===== src/rtl/nand_cmd_sequencer.sv =====
// Page read / page program command sequencer feeding nand_interface control codes.
// All outputs decode from registered state; io_out and rd_data are registered.
module nand_cmd_sequencer #(
  parameter int         ADDR_CYCLES  = 3,
  parameter int         LEN_W        = 12,
  parameter logic [7:0] PROG_CONFIRM = 8'h10,
  parameter int         TIMEOUT      = 4095
) (
  input  logic                     clk,
  input  logic                     reset,
  input  logic                     start,
  input  logic                     op_prog,
  input  logic [7:0]               cmd,
  input  logic [8*ADDR_CYCLES-1:0] addr,
  input  logic [LEN_W-1:0]         len,
  input  logic [7:0]               wr_data,
  output logic                     wr_req,
  output logic [7:0]               rd_data,
  output logic                     rd_valid,
  output logic [7:0]               io_out,
  output logic                     io_oe,
  input  logic [7:0]               io_in,
  input  logic                     rb,
  output logic [2:0]               h_cntrl,
  output logic                     e_d,
  output logic                     h_rd_wr,
  output logic                     busy,
  output logic                     done,
  output logic                     err
);
  localparam int         AW        = 8 * ADDR_CYCLES;
  localparam int         TW        = $clog2(TIMEOUT + 1);
  localparam logic [TW-1:0] TMO_LAST = TW'(TIMEOUT - 1);
  localparam logic [2:0] ACNT_LAST = 3'(ADDR_CYCLES - 1);

  localparam logic [2:0] C_CLE = 3'b000;
  localparam logic [2:0] C_RE  = 3'b001;
  localparam logic [2:0] C_WE  = 3'b010;
  localparam logic [2:0] C_ALE = 3'b011;
  localparam logic [2:0] C_WP  = 3'b101;
  localparam logic [2:0] C_CE  = 3'b110;
  localparam logic [2:0] C_RDY = 3'b111;

  typedef enum logic [4:0] {
    S_IDLE, S_CE_ON, S_WP_OFF, S_CMD_SET, S_CMD_WE, S_ADDR_SET, S_ADDR_WE,
    S_ALE_OFF, S_DSET, S_DWE, S_CONF_SET, S_CONF_WE, S_WAIT_RDY, S_WP_ON,
    S_RD, S_CAP, S_CE_OFF
  } state_e;

  state_e          state_q, state_d;
  logic            prog_q, prog_d;
  logic [7:0]      cmd_q, cmd_d;
  logic [AW-1:0]   addr_sh_q, addr_sh_d;
  logic [LEN_W-1:0] len_q, len_d;
  logic [2:0]      acnt_q, acnt_d;
  logic [TW-1:0]   tmo_q, tmo_d;
  logic [7:0]      io_out_q, io_out_d;
  logic [7:0]      rd_data_q, rd_data_d;
  logic            err_q, err_d;

  always_ff @(posedge clk or negedge reset) begin
    if (!reset) begin
      state_q   <= S_IDLE;
      prog_q    <= 1'b0;
      cmd_q     <= '0;
      addr_sh_q <= '0;
      len_q     <= '0;
      acnt_q    <= '0;
      tmo_q     <= '0;
      io_out_q  <= '0;
      rd_data_q <= '0;
      err_q     <= 1'b0;
    end else begin
      state_q   <= state_d;
      prog_q    <= prog_d;
      cmd_q     <= cmd_d;
      addr_sh_q <= addr_sh_d;
      len_q     <= len_d;
      acnt_q    <= acnt_d;
      tmo_q     <= tmo_d;
      io_out_q  <= io_out_d;
      rd_data_q <= rd_data_d;
      err_q     <= err_d;
    end
  end

  always_comb begin
    state_d   = state_q;
    prog_d    = prog_q;
    cmd_d     = cmd_q;
    addr_sh_d = addr_sh_q;
    len_d     = len_q;
    acnt_d    = acnt_q;
    tmo_d     = '0;
    io_out_d  = io_out_q;
    rd_data_d = rd_data_q;
    err_d     = err_q;
    case (state_q)
      S_IDLE: if (start) begin
        state_d   = S_CE_ON;
        prog_d    = op_prog;
        cmd_d     = cmd;
        addr_sh_d = addr;
        len_d     = len;
        acnt_d    = '0;
        err_d     = 1'b0;
      end
      S_CE_ON:    state_d = prog_q ? S_WP_OFF : S_CMD_SET;
      S_WP_OFF:   state_d = S_CMD_SET;
      S_CMD_SET:  state_d = S_CMD_WE;
      S_CMD_WE:   state_d = S_ADDR_SET;
      S_ADDR_SET: begin
        state_d   = S_ADDR_WE;
        addr_sh_d = addr_sh_q >> 8;
      end
      S_ADDR_WE: begin
        if (acnt_q == ACNT_LAST) state_d = S_ALE_OFF;
        else begin
          acnt_d  = acnt_q + 3'd1;
          state_d = S_ADDR_SET;
        end
      end
      S_ALE_OFF: begin
        if (!prog_q)            state_d = S_WAIT_RDY;
        else if (len_q == '0)   state_d = S_CONF_SET;
        else                    state_d = S_DSET;
      end
      S_DSET: state_d = S_DWE;
      S_DWE: begin
        len_d   = len_q - LEN_W'(1);
        state_d = (len_q == LEN_W'(1)) ? S_CONF_SET : S_DSET;
      end
      S_CONF_SET: state_d = S_CONF_WE;
      S_CONF_WE:  state_d = S_WAIT_RDY;
      S_WAIT_RDY: begin
        tmo_d = tmo_q + TW'(1);
        if (rb) begin
          if (prog_q)           state_d = S_WP_ON;
          else if (len_q == '0) state_d = S_CE_OFF;
          else                  state_d = S_RD;
        end else if (tmo_q == TMO_LAST) begin
          // Timeout abandons any remaining data phase.
          err_d   = 1'b1;
          state_d = prog_q ? S_WP_ON : S_CE_OFF;
        end
      end
      S_WP_ON: state_d = S_CE_OFF;
      S_RD: begin
        state_d   = S_CAP;
        rd_data_d = io_in;
      end
      S_CAP: begin
        len_d   = len_q - LEN_W'(1);
        state_d = (len_q == LEN_W'(1)) ? S_CE_OFF : S_RD;
      end
      S_CE_OFF: state_d = S_IDLE;
      default:  state_d = S_IDLE;
    endcase
    // Load the I/O byte on entry so it is already stable when the SET state begins.
    case (state_d)
      S_CMD_SET:  io_out_d = cmd_q;
      S_ADDR_SET: io_out_d = addr_sh_q[7:0];
      S_DSET:     io_out_d = wr_data;
      S_CONF_SET: io_out_d = PROG_CONFIRM;
      default:    io_out_d = io_out_q;
    endcase
  end

  always_comb begin
    h_cntrl  = C_CE;
    e_d      = 1'b0;
    h_rd_wr  = 1'b0;
    io_oe    = 1'b0;
    wr_req   = 1'b0;
    rd_valid = 1'b0;
    done     = 1'b0;
    case (state_q)
      S_IDLE:     ;
      S_CE_ON:    e_d = 1'b1;
      S_WP_OFF:   h_cntrl = C_WP;
      S_CMD_SET:  begin h_cntrl = C_CLE; e_d = 1'b1; io_oe = 1'b1; end
      S_CMD_WE:   begin h_cntrl = C_WE;  e_d = 1'b1; io_oe = 1'b1; end
      S_ADDR_SET: begin h_cntrl = C_ALE; e_d = 1'b1; io_oe = 1'b1; end
      S_ADDR_WE:  begin h_cntrl = C_WE;  e_d = 1'b1; io_oe = 1'b1; end
      S_ALE_OFF:  h_cntrl = C_ALE;
      S_DSET:     begin e_d = 1'b1; io_oe = 1'b1; wr_req = 1'b1; end
      S_DWE:      begin h_cntrl = C_WE;  e_d = 1'b1; io_oe = 1'b1; end
      S_CONF_SET: begin h_cntrl = C_CLE; e_d = 1'b1; io_oe = 1'b1; end
      S_CONF_WE:  begin h_cntrl = C_WE;  e_d = 1'b1; io_oe = 1'b1; end
      S_WAIT_RDY: h_cntrl = C_RDY;
      S_WP_ON:    begin h_cntrl = C_WP; e_d = 1'b1; end
      S_RD:       begin h_cntrl = C_RE; e_d = 1'b1; h_rd_wr = 1'b1; end
      S_CAP:      begin e_d = 1'b1; rd_valid = 1'b1; end
      S_CE_OFF:   done = 1'b1;
      default:    ;
    endcase
  end

  assign busy    = (state_q != S_IDLE);
  assign io_out  = io_out_q;
  assign rd_data = rd_data_q;
  assign err     = err_q;

endmodule


===== config.mk =====
export PLATFORM = sky130hd
export DESIGN_NAME = nand_cmd_sequencer
export DESIGN_NICKNAME = d
export VERILOG_FILES = /design/src/rtl/nand_cmd_sequencer.sv
export SDC_FILE = /design/constraint.sdc
export NUM_CORES = 1
export LEC_CHECK = 0
export CORE_AREA = 4 4 108 110
export CTS_BUF_LIST = sky130_fd_sc_hd__clkbuf_4
export DETAILED_ROUTE_END_ITERATION = 8
export DIE_AREA = 0 0 112 114
export GPL_TIMING_DRIVEN = 0
export PLACE_DENSITY = 0.67
export SLEW_MARGIN = 40
export SYNTH_ARGS = -nofsm -noshare
export SYNTH_HDL_FRONTEND = slang
export SYNTH_SLANG_ARGS = --single-unit

===== constraint.sdc =====
create_clock -name clk -period 2.3 [get_ports clk]
set_clock_uncertainty 0.2 [all_clocks]
set_input_delay 0.69 -clock clk [delete_from_list [all_inputs] [get_ports clk]]
set_output_delay 0.69 -clock clk [all_outputs]
set_load 0.01 [all_outputs]

==> results of run 1 <==
[per-stage QoR]
step | hold WS (ps) | total power [mW]
after floorplan | 194 | 4.54
after detailed placement | 266 | 5.78
after global routing | 322 | 8.21
final | 296 | 7.69
after global placement | 260 | 5.68
after CTS | 298 | 7.30
[per-layer routing]
layer | global-route usage | routed length, µm | vias to the layer above | part of all wire
li1 | - | - | 1918 | -
met1 | 0.242 | 5300 | 2004 | 0.42
met2 | 0.322 | 6120 | 164 | 0.49
met3 | 0.0541 | 791 | 35 | 0.063
met4 | 0.0841 | 379 | 0 | 0.030
met5 | 0 | 0 | - | 0
[critical path, cell delays in order, from the launching register on]
cell and delay (ps):
dfrtp_2 450, buf_6 130, buf_4 180, nor3b_1 390, a32oi_1 180, o22ai_2 260
nor2_4 50, buf_4 160, a32o_2 270, a221o_1 260
[registers in the layout, summed over array words and instances, names as in the netlist]
name and flops:
tmo_q 12, acnt_q 3, err 1, prog_q 1, cmd_q 8, len_q 12, state_q 5, io_out 8
rd_data 8, addr_sh_q 24
[cells in the mapped netlist, drive strengths merged (2+ instances only)]
library cell	instances
nand2b	9
xor2	8
o22ai	13
mux2	8
and2	2
nor2b	3
and3	7
nand3	16
a22oi	8
nor3b	2
nor2	62
and4	4
a32o	7
nand2	55
clkbuf	12
buf	13
or3	5
a31oi	2
a21oi	18
xnor2	3
o21ai	17
a22o	10
nor3	12
ha	7
inv	12
o31ai	3
nand4	8
a311oi	8
a211oi	2
dfrtp	82
nor4	3
a221o	8
[layout make-up]
type | instances | area (µm²)
repair buffers | 144 | 1340
fillers | 918 | 4470
clock inverters | 5 | 63.8
multi-input cells | 325 | 2260
flip-flops and latches | 82 | 2060
plain buffers | 23 | 201
inverters | 12 | 48.8
well taps | 140 | 175
clock buffers | 11 | 82.6
[cells by family (layout without fill, tap and decap cells)]
logic type,after synthesis,after routing
buffers and inverters,37,195
AND/OR/NAND/NOR,194,194
XOR/XNOR,11,11
flip-flops,82,82
adder cells (fa/ha/maj),7,7
AO/OA/AOI/OAI,105,105
multiplexers,8,8
[worst paths after layout]
| check | end | slack [ps] | cells past startpoint |
|---|---|---|---|
| max | io_out[0] | -360 | 9 |
| min | addr_sh_q[10] | 300 | 2 |
| max reg2reg | io_out[0] | -360 | 9 |
| min reg2reg | addr_sh_q[10] | 300 | 2 |
| max in group asynchronous | state_q[3] | 890 | 3 |
| min in group asynchronous | rd_data[1] | 440 | 2 |
[timing repair]
| action | in CTS | in global routing |
|---|---|---|
| cloned | 1 | 1 |
| gates resized for setup | 126 | 20 |
| setup endpoints to repair | 57 | 41 |
| setup buffers | 35 | 14 |
| pin swaps | 16 | 9 |
| hold endpoints to repair | 26 | 0 |
| hold buffers | 1 | 0 |
[power by group through the flow]
stage | Sequential (mW) | Combinational (mW) | Clock [mW]
finish | 2.44 | 4.34 | 0.906
global route | 2.51 | 4.71 | 0.991
CTS | 2.43 | 3.93 | 0.938
detailed placement | 2.45 | 3.32 | 0
global placement | 2.44 | 3.24 | 0
floorplan | 2.40 | 2.14 | 0
==> flow_metrics.py, run 1 <==
metrics = {
    "yosys": {
        "synth_xor_xnor_area_share": 0.0227,
        "combinational_family_with_the_most_area_after_synthesis": "simple AND/OR/NAND/NOR gates",
        "yosys_register_bits": 82,
        "dominantRegCellSynth": "dfrtp_1",
        "synth_compound_gate_area_share": 0.187,
        "synth_cell_type_count": 60,
        "synthDominantAreaCellType": "dfrtp_1",
        "synthesis.yosys.warnings": 0,
        "yosysTopAreaCellShare": 0.484,
        "synth.area.mux_share": 0.0213,
        "synth_cells": 444,
        "synth_fa_ha_area_frac": 0.0207,
        "synthesis.nets": 516,
        "number_of_synthesized_flops_with_an_enable_pin": 0,
        "synth-async-reset-ratio": 1.00,
        "synth.area.top_cells": "dfrtp_1 (48%), nor2_1 (5.0%), nand2_1 (4.9%), a21oi_1 (2.1%), mux2_2 (2.1%)",
        "synth_seq_area_share": 0.484,
        "syn_area_um2": 4240,
        "synth.avg_cell_area_um2": 9.55,
        "synth_simple_gate_area_frac": 0.226,
    },
    "floorplanning": {
        "design.die.area_um2": 12800,
        "area_of_the_core_region_um2": 10700,
        "rows": 38,
        "chipHeight_um": 114,
        "initial_core_util": 0.396,
        "die_x_um": 112,
        "io-pin-count": 92,
    },
    "timing": {
        "maxSlewHeadroom": 0.621,
        "grt_setup_unrepaired": "true",
        "setup_violation_total_in_the_final_timing_report": 22,
        "finalHoldViolCount": 0,
        "post-route-period-util": 1.15,
        "setup_tns_ps": -4930,
        "timing_worst_slew_pin_value_ps": 568,
        "period_needed_ps": 2660,
        "fmaxAchievable_ghz": 0.376,
        "final-max-slew-violation-count": 0,
        "final_critical_path_setup_slack_ps": -356,
    },
    "global_routing": {
        "grt_pass1_vias": 4059,
        "grt_antenna_before_repair": 0,
        "track_usage": 0.195,
        "globalRoute.totalOverflow": 0,
        "grt_max_degree": 57,
        "wire_length_of_the_first_global_routing_pass_mm": 20.0,
    },
    "clocking": {
        "worstSkewPairLatency_ps": 460,
        "clk_pin_slew_worst_paths_ps": 140,
        "numCtsBuffers": 9,
        "htree_num_levels": 3,
        "cts.path.max_buffers": 2,
        "numClockSinks": 82,
        "cts_tree": "done",
        "root_buffer": "clkbuf_4",
    },
    "placed_design": {
        "hpwl_mm": 8.39,
        "numPlacedInstances": 676,
        "numPortBuffers": 91,
        "place_ws_ps": -760,
        "final_weighted_congestion_in_routability_driven_placement": 0.923,
        "placed_cell_area_um2": 5400,
    },
    "power": {
        "cellPowerDensity_nw_per_um2": 1230,
        "switching_share": 0.406,
        "comb_power_share": 0.564,
        "power_report.internal_total_mw": 4.57,
        "power.sequential.fraction": 0.318,
        "ir_drop_worst_case_vdd_uv": 613,
        "clock_power_share": 0.118,
        "leakage_nw": 2.73,
        "switchingPower_mw": 3.12,
    },
    "flow_run": {
        "maxCapViolCount": 0,
    },
    "detailed_routing": {
        "drt_drc_violations_left": 0,
        "ant_nets": 0,
        "drt-wirelength-per-cell_um": 17.0,
        "drt-vias-per-instance": 5.55,
        "drt_first_pass_iters": 5,
        "wirelength_mm": 12.6,
        "drt_first_iter_violations": 286,
        "num_vias": 4121,
    },
    "layout": {
        "insertedDiodeCount": 0,
        "layout.cells.most_common_list": "dfrtp_1 (77), clkdlybuf4s50_1 (62), nor2_1 (55)",
        "areaGrowthSynthToFinish_pct": 47.0,
        "final_util": 0.582,
        "layout.cells.most_common": "dfrtp_1",
        "drive_above_1_share": 0.271,
        "finish.instance_area_um2": 6230,
        "final_cell_count_no_fill": 742,
        "nNetsFinal": 669,
    },
    "worst_hold_path": {
        "hp-class": "flop to flop",
        "worstHoldStart": "addr_sh_q[10]",
    },
    "critical_path": {
        "r2r_start": "state_q[3]",
        "critical_path_class": "flop to flop",
        "worstSetupStartpointType": "flop",
        "end_kind": "flop",
        "critical_path.startpoint": "state_q[3]",
        "cp_data_arrival_time_ps": 2810,
        "critical_path_peak_fanout": 8,
        "crit_required_ps": 2450,
    },
    "outcome": {
        "status": "complete, but fails checks",
        "violated_checks": "negative setup slack",
    },
}
Note: power is estimated with default switching activity, not from simulation.
==> run 2: changes to the inputs <==
--- a/config.mk
+++ b/config.mk
@@ -11,6 +11,7 @@
 export DIE_AREA = 0 0 112 114
 export GPL_TIMING_DRIVEN = 0
 export PLACE_DENSITY = 0.67
+export SETUP_SLACK_MARGIN = 0.2
 export SLEW_MARGIN = 40
 export SYNTH_ARGS = -nofsm -noshare
 export SYNTH_HDL_FRONTEND = slang
==> flow_metrics.py, run 2 (synthesis results as in run 1) <==
metrics = {
    "outcome": {
        "status": "complete, but fails checks",
        "violated_checks": "negative setup slack",
    },
    "worst_hold_path": {
        "hold_end": "tmo_q[0]",
        "hp-class": "flop to flop",
        "worstHoldStart": "tmo_q[0]",
        "whs_path_depth": 1,
    },
    "detailed_routing": {
        "drt_drc_violations_left": 0,
        "num_vias": 4093,
        "drt_first_iter_violations": 262,
        "drt-wirelength-per-cell_um": 17.3,
        "drt_first_pass_iters": 5,
        "ant_nets": 0,
        "drt-vias-per-instance": 5.52,
        "wirelength_mm": 12.8,
    },
    "power": {
        "ir_drop_worst_case_vdd_uv": 551,
        "design_power_total_mw": 7.82,
        "leakage_nw": 2.79,
        "cellPowerDensity_nw_per_um2": 1220,
    },
    "timing": {
        "setup_violation_total_in_the_final_timing_report": 18,
        "timing_worst_slew_pin_value_ps": 521,
        "post-route-period-util": 1.14,
        "final-max-slew-violation-count": 0,
        "final_critical_path_setup_slack_ps": -326,
        "finalHoldViolCount": 0,
        "maxSlewHeadroom": 0.651,
        "period_needed_ps": 2630,
        "fmaxAchievable_ghz": 0.381,
        "grt_setup_unrepaired": "true",
    },
    "placed_design": {
        "hpwl_mm": 8.36,
        "placed_cell_area_um2": 5420,
        "numPortBuffers": 91,
        "numPlacedInstances": 676,
        "final_weighted_congestion_in_routability_driven_placement": 0.908,
    },
    "layout": {
        "insertedDiodeCount": 0,
        "areaGrowthSynthToFinish_pct": 51.4,
        "layout.cells.most_common_list": "dfrtp_1 (77), clkdlybuf4s50_1 (62), nor2_1 (53)",
        "finish.instance_area_um2": 6420,
        "most_flops_register": "addr_sh_q",
        "nNetsFinal": 669,
        "final_cell_count_no_fill": 742,
        "drive_above_1_share": 0.317,
        "layout.cells.most_common": "dfrtp_1",
        "largest_reg_flops": 24,
        "final_util": 0.600,
        "biggestRegsByFlops": "addr_sh_q (24), len_q (12), tmo_q (12)",
    },
    "global_routing": {
        "grt_antenna_before_repair": 0,
        "globalRoute.totalOverflow": 0,
        "grt_max_degree": 57,
        "grt_pass1_vias": 4092,
        "track_usage": 0.196,
        "wire_length_of_the_first_global_routing_pass_mm": 20.3,
    },
    "critical_path": {
        "critical_path_class": "flop to output port",
        "crit_required_ps": 1410,
        "end_kind": "output port",
        "worst_r2r_path_depth": 11,
        "cp_data_arrival_time_ps": 1740,
        "critical_path_peak_fanout": 6,
        "worst_r2r_endpoint": "io_out[5]",
        "r2r_start": "state_q[0]",
        "regToRegSetupSlack_ps": -310,
        "worstSetupStartpointType": "flop",
    },
    "clocking": {
        "numClockSinks": 82,
        "htree_num_levels": 3,
        "cts.path.max_buffers": 2,
        "worstSkewPairLatency_ps": 450,
        "clk_pin_slew_worst_paths_ps": 150,
        "cts_tree": "done",
        "numCtsBuffers": 9,
        "root_buffer": "clkbuf_4",
    },
    "floorplanning": {
        "io-pin-count": 92,
        "rows": 38,
        "area_of_the_core_region_um2": 10700,
        "chipHeight_um": 114,
        "die_x_um": 112,
        "design.die.area_um2": 12800,
        "initial_core_util": 0.396,
    },
    "flow_run": {
        "maxCapViolCount": 0,
    },
}
[run 2: cell types whose count changed in the layout (fill, tap and decap cells not counted), moves of 5 or more]
cell      delta
clkbuf_1     -5
buf_4        -5
clkbuf_2     +5
a21oi_1      -8
a21oi_2      +5
[run 2: timing repair]
item / 4_1_cts / 5_1_grt
hold endpoints to repair: 26 / 0
gates cloned: 2 / 1
setup buffers: 31 / 15
gates resized for setup: 129 / 57
pin swaps: 27 / 23
hold buffers: 1 / 0
setup endpoints to repair: 83 / 64
[run 2: power breakdown]
group	internal [mW]	leakage [nW]	switching [mW]
registers	2.01	1.01	0.440
clock network	0.354	0.0806	0.577
logic	2.22	1.70	2.22
[run 2: worst max path at each step]
stage | from | to | slack (ps)
CTS | state_q[0] | h_cntrl[0] | -340
global route | state_q[0] | io_out[7] | -430
detailed placement | rb | io_out[0] | -750
floorplan | len_q[7] | io_out[0] | -60
finish | state_q[1] | e_d | -330
global placement | reset | cmd_q[3] | -2640
[run 2: layout make-up]
| cell class | instances | area [µm²] |
|---|---|---|
| Multi-Input combinational cell | 325 | 2400 |
| Tap cell | 140 | 175 |
| Clock buffer | 9 | 67.6 |
| Inverter | 12 | 53.8 |
| Sequential cell | 82 | 2060 |
| Buffer | 25 | 241 |
| Fill cell | 895 | 4280 |
| Clock inverter | 7 | 86.3 |
| Timing Repair Buffer | 142 | 1330 |
[run 2: worst max-delay path, cell delays in order, from the launching register on]
cell and delay [ps]:
dfrtp_1 440, buf_6 150, buf_8 140, o21ai_4 150
a21boi_2 190, a211oi_2 80, buf_2 140
[run 2: per-stage QoR]
stage	setup slack (ps)	TNS, ps	hold WS, ps
2_1_floorplan	-59.5	-439	194
3_3_place_gp	-2640	-234540	259
3_5_place_dp	-749	-19590	266
4_1_cts	-341	-4400	301
5_1_grt	-429	-7050	304
6_report	-326	-4980	273
[run 2: layer usage]
| metal | wire [µm] | share of wire | GRT usage | up-vias |
|---|---|---|---|---|
| li1 | - | - | - | 1926 |
| met1 | 5490 | 0.43 | 0.256 | 1997 |
| met2 | 6190 | 0.48 | 0.320 | 143 |
| met3 | 808 | 0.063 | 0.0509 | 27 |
| met4 | 326 | 0.025 | 0.0633 | 0 |
| met5 | 0 | 0 | 0 | - |
==> run 3: changes to the inputs <==
--- a/config.mk
+++ b/config.mk
@@ -5,10 +5,10 @@
 export SDC_FILE = /design/constraint.sdc
 export NUM_CORES = 1
 export LEC_CHECK = 0
-export CORE_AREA = 4 4 108 110
+export CORE_AREA = 2 2 106 108
 export CTS_BUF_LIST = sky130_fd_sc_hd__clkbuf_4
 export DETAILED_ROUTE_END_ITERATION = 8
-export DIE_AREA = 0 0 112 114
+export DIE_AREA = 0 0 108 110
 export GPL_TIMING_DRIVEN = 0
 export PLACE_DENSITY = 0.67
 export SETUP_SLACK_MARGIN = 0.2
==> flow_metrics.py, run 3 (synthesis results as in run 1) <==
metrics = {
    "layout": {
        "layout.filler_cells": 881,
        "insertedDiodeCount": 0,
        "layout.cells.most_common_list": "dfrtp_1 (77), clkdlybuf4s50_1 (62), nand2_1 (52)",
        "areaGrowthSynthToFinish_pct": 54.4,
        "biggestRegsByFlops": "addr_sh_q (24), len_q (12), tmo_q (12)",
        "drive_above_1_share": 0.332,
        "most_flops_register": "addr_sh_q",
        "layout.cells.most_common": "dfrtp_1",
        "largest_reg_flops": 24,
        "nNetsFinal": 685,
    },
    "floorplanning": {
        "die_x_um": 108,
        "chipHeight_um": 110,
        "rows": 38,
        "area_of_the_core_region_um2": 10700,
        "io-pin-count": 92,
        "design.die.area_um2": 11900,
        "initial_core_util": 0.396,
    },
    "critical_path": {
        "worstSetupStartpointType": "flop",
        "critical_path_class": "flop to output port",
        "critical_path_peak_fanout": 6,
        "cpPeakStageDelay_ps": 430,
        "standard_cell_with_the_maximum_stage_delay_on_the_critical_path": "dfrtp_1",
        "end_kind": "output port",
        "path_cells": "buf_6, buf_8, o21ai_4, a21boi_2, a211oi_2, buf_2",
        "cp_data_arrival_time_ps": 1770,
        "crit_required_ps": 1410,
    },
    "global_routing": {
        "track_usage": 0.209,
        "grt_pass1_vias": 4050,
        "globalRoute.totalOverflow": 0,
        "wire_length_of_the_first_global_routing_pass_mm": 19.5,
        "grt_max_degree": 59,
        "grt_antenna_before_repair": 0,
    },
    "outcome": {
        "status": "complete, but fails checks",
        "violated_checks": "negative setup slack",
    },
    "timing": {
        "grt_setup_unrepaired": "true",
        "post-route-period-util": 1.16,
        "final_critical_path_setup_slack_ps": -360,
        "period_needed_ps": 2660,
        "maxSlewHeadroom": 0.650,
        "finalHoldViolCount": 0,
        "timing_worst_slew_pin_value_ps": 524,
        "final-max-slew-violation-count": 0,
        "holdWs_ps": 299,
        "fmaxAchievable_ghz": 0.376,
        "setup_violation_total_in_the_final_timing_report": 18,
    },
    "placed_design": {
        "hpwl_mm": 8.08,
        "numPortBuffers": 91,
        "final_weighted_congestion_in_routability_driven_placement": 0.917,
        "place_ws_ps": -755,
    },
    "clocking": {
        "cts_tree": "done",
        "numCtsBuffers": 9,
        "root_buffer": "clkbuf_4",
        "htree_num_levels": 3,
        "numClockSinks": 82,
        "cts.path.max_buffers": 2,
        "clk_pin_slew_worst_paths_ps": 160,
        "worstSkewPairLatency_ps": 450,
    },
    "flow_run": {
        "maxCapViolCount": 0,
    },
    "power": {
        "switchingPower_mw": 3.40,
        "comb_power_share": 0.590,
        "power_report.internal_total_mw": 4.74,
        "clock_power_share": 0.108,
        "switching_share": 0.418,
        "ir_drop_worst_case_vdd_uv": 545,
        "power.sequential.fraction": 0.302,
        "leakage_nw": 2.88,
        "cellPowerDensity_nw_per_um2": 1240,
    },
    "detailed_routing": {
        "wirelength_mm": 13.0,
        "drt-wirelength-per-cell_um": 17.2,
        "drt_first_pass_iters": 5,
        "drt-vias-per-instance": 5.51,
        "num_vias": 4180,
        "ant_nets": 0,
        "drt_first_iter_violations": 274,
        "drt_drc_violations_left": 0,
    },
    "worst_hold_path": {
        "hp-class": "flop to flop",
    },
}
-- run 3: cell count changes in the layout (fill, tap and decap cells not counted), moves of 3 or more --
| cell | change |
|---|---|
| buf_6 | +3 |
| a21oi_4 | -3 |
| nor2_2 | +3 |
| a21oi_1 | +4 |
| buf_4 | +15 |
| o22ai_2 | -3 |
| clkbuf_2 | -3 |
-- run 3: path summary, 6_finish.rpt --
path / startpoint / to / slack, ps / cells after the start
setup / recovery: state_q[0] / e_d / -360 / 6
hold / removal: addr_sh_q[14] / addr_sh_q[14] / 300 / 2
setup reg to reg: state_q[4] / io_out[5] / -320 / 10
hold reg to reg: addr_sh_q[14] / addr_sh_q[14] / 300 / 2
max in group asynchronous: reset / state_q[3] / 870 / 3
min in group asynchronous: reset / rd_data[6] / 440 / 2
-- run 3: cell type report --
class / instances / area [µm²] / area share
clock inverters: 7 / 81.3 / 0.0124
inverters: 12 / 51.3 / 0.00784
flip-flops and latches: 82 / 2060 / 0.314
plain buffers: 25 / 241 / 0.0369
well taps: 140 / 175 / 0.0268
repair buffers: 158 / 1460 / 0.223
multi-input cells: 325 / 2410 / 0.369
clock buffers: 9 / 67.6 / 0.0103
-- run 3: power groups by stage --
stage	clock network (mW)	registers, mW	logic (mW)
floorplan	0	2.41	2.18
global placement	0	2.43	3.26
detailed placement	0	2.46	3.34
CTS	0.895	2.43	4.01
global route	0.961	2.52	5.17
finish	0.879	2.46	4.81
-- run 3: layer usage --
metal | global-route usage | vias to the layer above | wire, µm
met1 | 0.281 | 2030 | 5760
li1 | - | 1958 | -
met4 | 0.0778 | 0 | 405
met3 | 0.0453 | 39 | 687
met5 | 0 | - | 0
met2 | 0.333 | 153 | 6190
-- run 3: critical path, delay by kind of cell, from the launching register on --
family / cells / cell delay, ps
AOI/OAI and AO/OA: 3 / 430
DFF: 1 / 430
buffers and inverters: 3 / 460
-- run 3: repair_timing --
item	4_1_cts	5_1_grt
hold buffers	1	0
endpoints found under the hold margin	24	0
pin swaps	11	31
gates resized for setup	119	77
endpoints found under the setup margin	82	44
gates cloned	1	4
setup buffers	38	22
-- run 3: through the flow --
stage / power (mW) / util / cell area (µm²) / instances / TNS [ps]
after detailed placement: 5.80 / 0.507 / 5420 / 676 / -20850
final: 8.14 / 0.612 / 6550 / 758 / -4670
after global placement: 5.70 / 0.504 / 5390 / 675 / -231190
after global routing: 8.66 / 0.612 / 6550 / 758 / -6020
after CTS: 7.34 / 0.567 / 6070 / 732 / -3920
after floorplan: 4.58 / - / 4300 / 444 / -439
